`src/rtl/duty_ramp.sv`:
```
`default_nettype none
// +------------------------------------------------------------------------+
// | Module   : duty_ramp                                                   |
// | Function : PWM duty-threshold source. Fixed duties or a breathing      |
// |            triangle ramp, reloaded on PWM period boundaries.           |
// | Options  : DUTY_RAMP_GAMMA_EN - gamma-corrects the breathing level.    |
// | Revision : 1.0 - initial release                                       |
// +------------------------------------------------------------------------+
module duty_ramp #(
    parameter int STEP         = 8,
    parameter int STEP_PERIODS = 4,
    parameter int HOLD_STEPS   = 8
) (
    input  logic       clk,
    input  logic       reset_n,
    input  logic [1:0] mode,
    input  logic       enable,
    input  logic       period_end,
    output logic [7:0] seuil,
    output logic       seuil_load,
    output logic [2:0] ramp_state
);

    localparam int PW = (STEP_PERIODS > 1) ? $clog2(STEP_PERIODS) : 1;
    localparam int HW = (HOLD_STEPS > 1) ? $clog2(HOLD_STEPS) : 1;

    localparam logic [PW-1:0] c_PER_LAST  = PW'(STEP_PERIODS - 1);
    localparam logic [HW-1:0] c_HOLD_LAST = HW'(HOLD_STEPS - 1);
    localparam logic [8:0]    c_STEP      = 9'(STEP);

    localparam logic [2:0] c_STATIC  = 3'd0;
    localparam logic [2:0] c_UP      = 3'd1;
    localparam logic [2:0] c_HOLD_HI = 3'd2;
    localparam logic [2:0] c_DOWN    = 3'd3;
    localparam logic [2:0] c_HOLD_LO = 3'd4;

    logic [2:0]    r_state;
    logic [7:0]    r_level;
    logic [PW-1:0] r_per_cnt;
    logic [HW-1:0] r_hold_cnt;
    logic [7:0]    r_seuil;
    logic          r_seuil_load;

    logic [8:0] w_up_sum;
    logic [8:0] w_dn_diff;
    logic [7:0] w_up_level;
    logic [7:0] w_dn_level;
    logic [7:0] w_ramp_level;
    logic [7:0] w_target;
    logic       w_step;

    // 9-bit arithmetic: carry means overflow past 255, borrow means below 0
    assign w_up_sum   = {1'b0, r_level} + c_STEP;
    assign w_dn_diff  = {1'b0, r_level} - c_STEP;
    assign w_up_level = w_up_sum[8]  ? 8'hFF : w_up_sum[7:0];
    assign w_dn_level = w_dn_diff[8] ? 8'h00 : w_dn_diff[7:0];

    assign w_step = (r_state != c_STATIC) && enable && period_end &&
                    (r_per_cnt == c_PER_LAST);

`ifdef DUTY_RAMP_GAMMA_EN
    logic [7:0] r_gamma;

    always_ff @(posedge clk or negedge reset_n) begin
        if (!reset_n) begin
            r_gamma <= 8'h00;
        end else if (r_level == 8'hFF) begin
            r_gamma <= 8'hFF;
        end else begin
            r_gamma <= 8'(({8'd0, r_level} * {8'd0, r_level}) >> 8);
        end
    end

    assign w_ramp_level = r_gamma;
`else
    assign w_ramp_level = r_level;
`endif

    always_comb begin
        w_target = w_ramp_level;
        case (mode)
            2'd0:    w_target = 8'd63;
            2'd1:    w_target = 8'd127;
            2'd2:    w_target = 8'd191;
            default: w_target = w_ramp_level;
        endcase
    end

    // Threshold reload; the target uses the pre-step level of this cycle
    always_ff @(posedge clk or negedge reset_n) begin
        if (!reset_n) begin
            r_seuil      <= 8'h00;
            r_seuil_load <= 1'b0;
        end else begin
            r_seuil_load <= period_end;
            if (period_end) begin
                r_seuil <= w_target;
            end
        end
    end

    always_ff @(posedge clk or negedge reset_n) begin
        if (!reset_n) begin
            r_state    <= c_STATIC;
            r_level    <= 8'h00;
            r_per_cnt  <= '0;
            r_hold_cnt <= '0;
        end else if (mode != 2'd3) begin
            r_state <= c_STATIC;
            r_level <= 8'h00;
        end else if (r_state == c_STATIC) begin
            r_state    <= c_UP;
            r_level    <= 8'h00;
            r_per_cnt  <= '0;
            r_hold_cnt <= '0;
        end else if (enable && period_end) begin
            if (!w_step) begin
                r_per_cnt <= r_per_cnt + 1'b1;
            end else begin
                r_per_cnt <= '0;
                case (r_state)
                    c_UP: begin
                        r_level <= w_up_level;
                        if (w_up_level == 8'hFF) begin
                            r_state    <= c_HOLD_HI;
                            r_hold_cnt <= '0;
                        end
                    end
                    c_HOLD_HI: begin
                        if (r_hold_cnt == c_HOLD_LAST) begin
                            r_state <= c_DOWN;
                        end else begin
                            r_hold_cnt <= r_hold_cnt + 1'b1;
                        end
                    end
                    c_DOWN: begin
                        r_level <= w_dn_level;
                        if (w_dn_level == 8'h00) begin
                            r_state    <= c_HOLD_LO;
                            r_hold_cnt <= '0;
                        end
                    end
                    c_HOLD_LO: begin
                        if (r_hold_cnt == c_HOLD_LAST) begin
                            r_state <= c_UP;
                        end else begin
                            r_hold_cnt <= r_hold_cnt + 1'b1;
                        end
                    end
                    default: r_state <= c_STATIC;
                endcase
            end
        end
    end

    assign seuil      = r_seuil;
    assign seuil_load = r_seuil_load;
    assign ramp_state = r_state;

endmodule
`default_nettype wire

```
`config.mk`:
```
export PLATFORM = sky130hd
export DESIGN_NAME = duty_ramp
export DESIGN_NICKNAME = d
export VERILOG_FILES = /design/src/rtl/duty_ramp.sv
export SDC_FILE = /design/constraint.sdc
export NUM_CORES = 1
export LEC_CHECK = 0
export ABC_AREA = 1
export CAP_MARGIN = 20
export CORE_MARGIN = 3
export CORE_UTILIZATION = 55
export CTS_CLUSTER_SIZE = 8
export DETAILED_ROUTE_END_ITERATION = 12
export GPL_TIMING_DRIVEN = 0
export HOLD_SLACK_MARGIN = 0.08
export PLACE_DENSITY = 0.86
export REMOVE_ABC_BUFFERS = 1
export SLEW_MARGIN = 10
export SYNTH_ARGS = -nofsm -noshare
export SYNTH_HDL_FRONTEND = slang
export SYNTH_SLANG_ARGS = --single-unit
```
`constraint.sdc`:
```
create_clock -name clk -period 2.2 [get_ports clk]
set_clock_uncertainty 0.1 [all_clocks]
set_input_delay 0.55 -clock clk [delete_from_list [all_inputs] [get_ports clk]]
set_output_delay 0.55 -clock clk [all_outputs]
set_load 0.005 [all_outputs]
```
==> impl_metrics.json <==
{
  "r2r_end": "r_hold_cnt[2]",
  "worst-slew-pin-transition_ps": 485,
  "critPathMaxFanout": 6,
  "rsz0062_at_grt": "false",
  "grt_pass1_wl_um": 5480,
  "p_int_mw": 0.615,
  "avgSynthCellArea_um2": 7.75,
  "antenna_cells": 0,
  "routed_wl_um": 3130,
  "netlist_instances": 193,
  "grt_pass1_vias": 1260,
  "io_buffers": 17,
  "crit_type": "in2reg",
  "power_frac_comb_pct": 16.0,
  "setup_viol": 0,
  "relSlewSlack_pct": 67.6,
  "cts_tree": "built",
  "vias": 1339,
  "crit_required_ps": 2330,
  "cap_violations": 0,
  "cts_hold_buf": 0,
  "yosys_warnings": 0,
  "r2r_slack_ps": 230,
  "wl_per_cell_um": 12.8,
  "reg2reg_depth": 11,
  "clockRootBuffer": "clkbuf_4",
  "synthTopCellsByArea": "dfrtp_1, nand2_1, inv_1",
  "synth_top_area_share_pct": 41.8,
  "synth_commonest_cells": "nand2_1, dfrtp_1, inv_1, nor2_1, a21oi_1",
  "place_congestion": 0.956,
  "fin_cells": 244,
  "final_util_pct": 69.4,
  "swShare_pct": 26.6,
  "dp_hpwl_um": 2420,
  "p_clk_share_pct": 24.5,
  "hold_violations": 0,
  "synth_area_um2": 1500,
  "grt_max_degree": 26,
  "post-synth-top-count-cell": "nand2_1",
  "synth_edf_count": 0,
  "power.switching_mw": 0.223,
  "p_per_area_nw_per_um2": 479,
  "core_um2": 2520,
  "fmax_mhz": 503,
  "initialDrtViolationCount": 66,
  "drc": 0,
  "viasPerCell": 5.49,
  "clock_latency_ps": 320,
  "cts_buffers": 3,
  "min_from": "seuil[7]",
  "min_path_cells": 2,
  "end_kind": "flip-flop",
  "grtUsageTotal_pct": 20.7,
  "cts_buffer_depth": 2,
  "reg2reg_from": "r_level[3]",
  "period_needed_ps": 1990,
  "htreeDepth": 1,
  "power_frac_seq_pct": 59.6,
  "final_nets": 226,
  "min_path_type": "reg2reg",
  "antenna_found_initial": 0,
  "post_route_cells_drive_above_1_share_pct": 13.1,
  "finalSetupTns_ps": 0,
  "ir_drop_uv": 461,
  "outcome": "completed",
  "postRouteAntennaNets": 0,
  "synth_seq_area_share_pct": 41.8,
  "postSynth.asyncResetShare_pct": 100,
  "ios": 18,
  "synthToLayoutAreaGrowth_pct": 17.0,
  "grt-ovfl-total": 0,
  "slew_violations": 0,
  "dp_cells": 239,
  "clkSlewWorstSetupHoldPaths_ps": 130,
  "min_period_over_period_pct": 90.4,
  "critPathArrivalTime_ps": 2110,
  "die_y_um": 58.2,
  "clock-sinks": 25,
  "die-area_um2": 3380,
  "timing.critical_path.from": "mode[0]",
  "leakage_nw": 0.808,
  "rows": 18,
  "synth_top_cell_by_area": "dfrtp_1",
  "die_w_um": 58.2,
  "start_util_pct": 59.3,
  "synth_cell_type_count": 28,
  "ys_ff_latch": 25,
  "min_to": "seuil[7]",
  "synth_flop_cell": "dfrtp_1",
  "dr.pass1.iters": 4,
  "start_kind": "input port"
}
stage by stage:
stage               total power, mW  area, um^2  setup slack [ps]  hold slack (ps)
global route                  0.886        1750              34.4              432
floorplan                     0.571        1490               474              154
CTS                           0.839        1720               221              407
detailed placement            0.638        1700              -316              370
finish                        0.838        1750               211              400
global placement              0.632        1700              -300              368
registers in the layout (all words and copies together) (netlist names):
name        cells
r_hold_cnt      3
r_level         8
r_per_cnt       2
ramp_state      3
seuil           8
seuil_load      1
layout by cell type, fill, tap and decap left out, types with 5 or more instances in the layout:
cell type        synthesis  layout
a21oi_1                 14      14
clkdlybuf4s50_1          0      16
dfrtp_1                 25      25
ha_1                     5       5
inv_1                   19      19
nand2_1                 47      47
nand3_1                 11      11
nor2_1                  19      19
o21ai_0                 11      11
o21ai_1                  6       6
worst max-delay path, cell delays in order:
cell and delay (ps):
clkdlybuf4s50_1 500, nand2_1 210, nor2_4 230, inv_1 70
nor2_2 200, inv_2 100, o32ai_1 250
power groups by stage:
| stage | logic [mW] | clock network (mW) | registers [mW] |
|---|---|---|---|
| 6_report | 0.134 | 0.205 | 0.499 |
| 5_1_grt | 0.150 | 0.232 | 0.504 |
| 4_1_cts | 0.129 | 0.210 | 0.500 |
| 3_5_place_dp | 0.129 | 0 | 0.509 |
| 3_3_place_gp | 0.125 | 0 | 0.507 |
| 2_1_floorplan | 0.0636 | 0 | 0.508 |
worst max-delay path by stage:
| stage | endpoint | slack [ps] | depth (start not counted) |
|---|---|---|---|
| floorplan | r_hold_cnt[0] | 470 | 11 |
| finish | r_level[5] | 210 | 7 |
| CTS | r_hold_cnt[1] | 220 | 11 |
| global placement | r_level[3] | -300 | 11 |
| detailed placement | r_level[5] | -320 | 9 |
| global route | ramp_state[2] | 30 | 12 |
timing repair:
action	4_1_cts	5_1_grt
buffers inserted	0	0
resized for setup	1	0
endpoints found under the setup margin	3	0
logic make-up after synthesis:
family	Yosys count	share of synthesized area, %
AOI/OAI and AO/OA	43	17.6
adders and majority gates	5	4.18
and+or+nand+nor	96	30.1
DFF	25	41.8
buffers and inverters	24	6.27
metal layers:
| layer | routed length (um) | global-route usage (%) |
|---|---|---|
| met2 | 1490 | 34.4 |
| met3 | 98 | 2.23 |
| met5 | 0 | 0 |
| met1 | 1480 | 27.6 |
| met4 | 57 | 8.28 |
cell type report:
class                      count  area [um^2]
fill                         202          772
clock buffer                   3         22.5
timing repair buffer          18          196
sequential                    25          626
clock inverter                 1         5.00
multi-input combinational    144          777
inverter                      23         86.3
tap                           30         37.5
No activity file was read; power rests on OpenSTA's default activity.
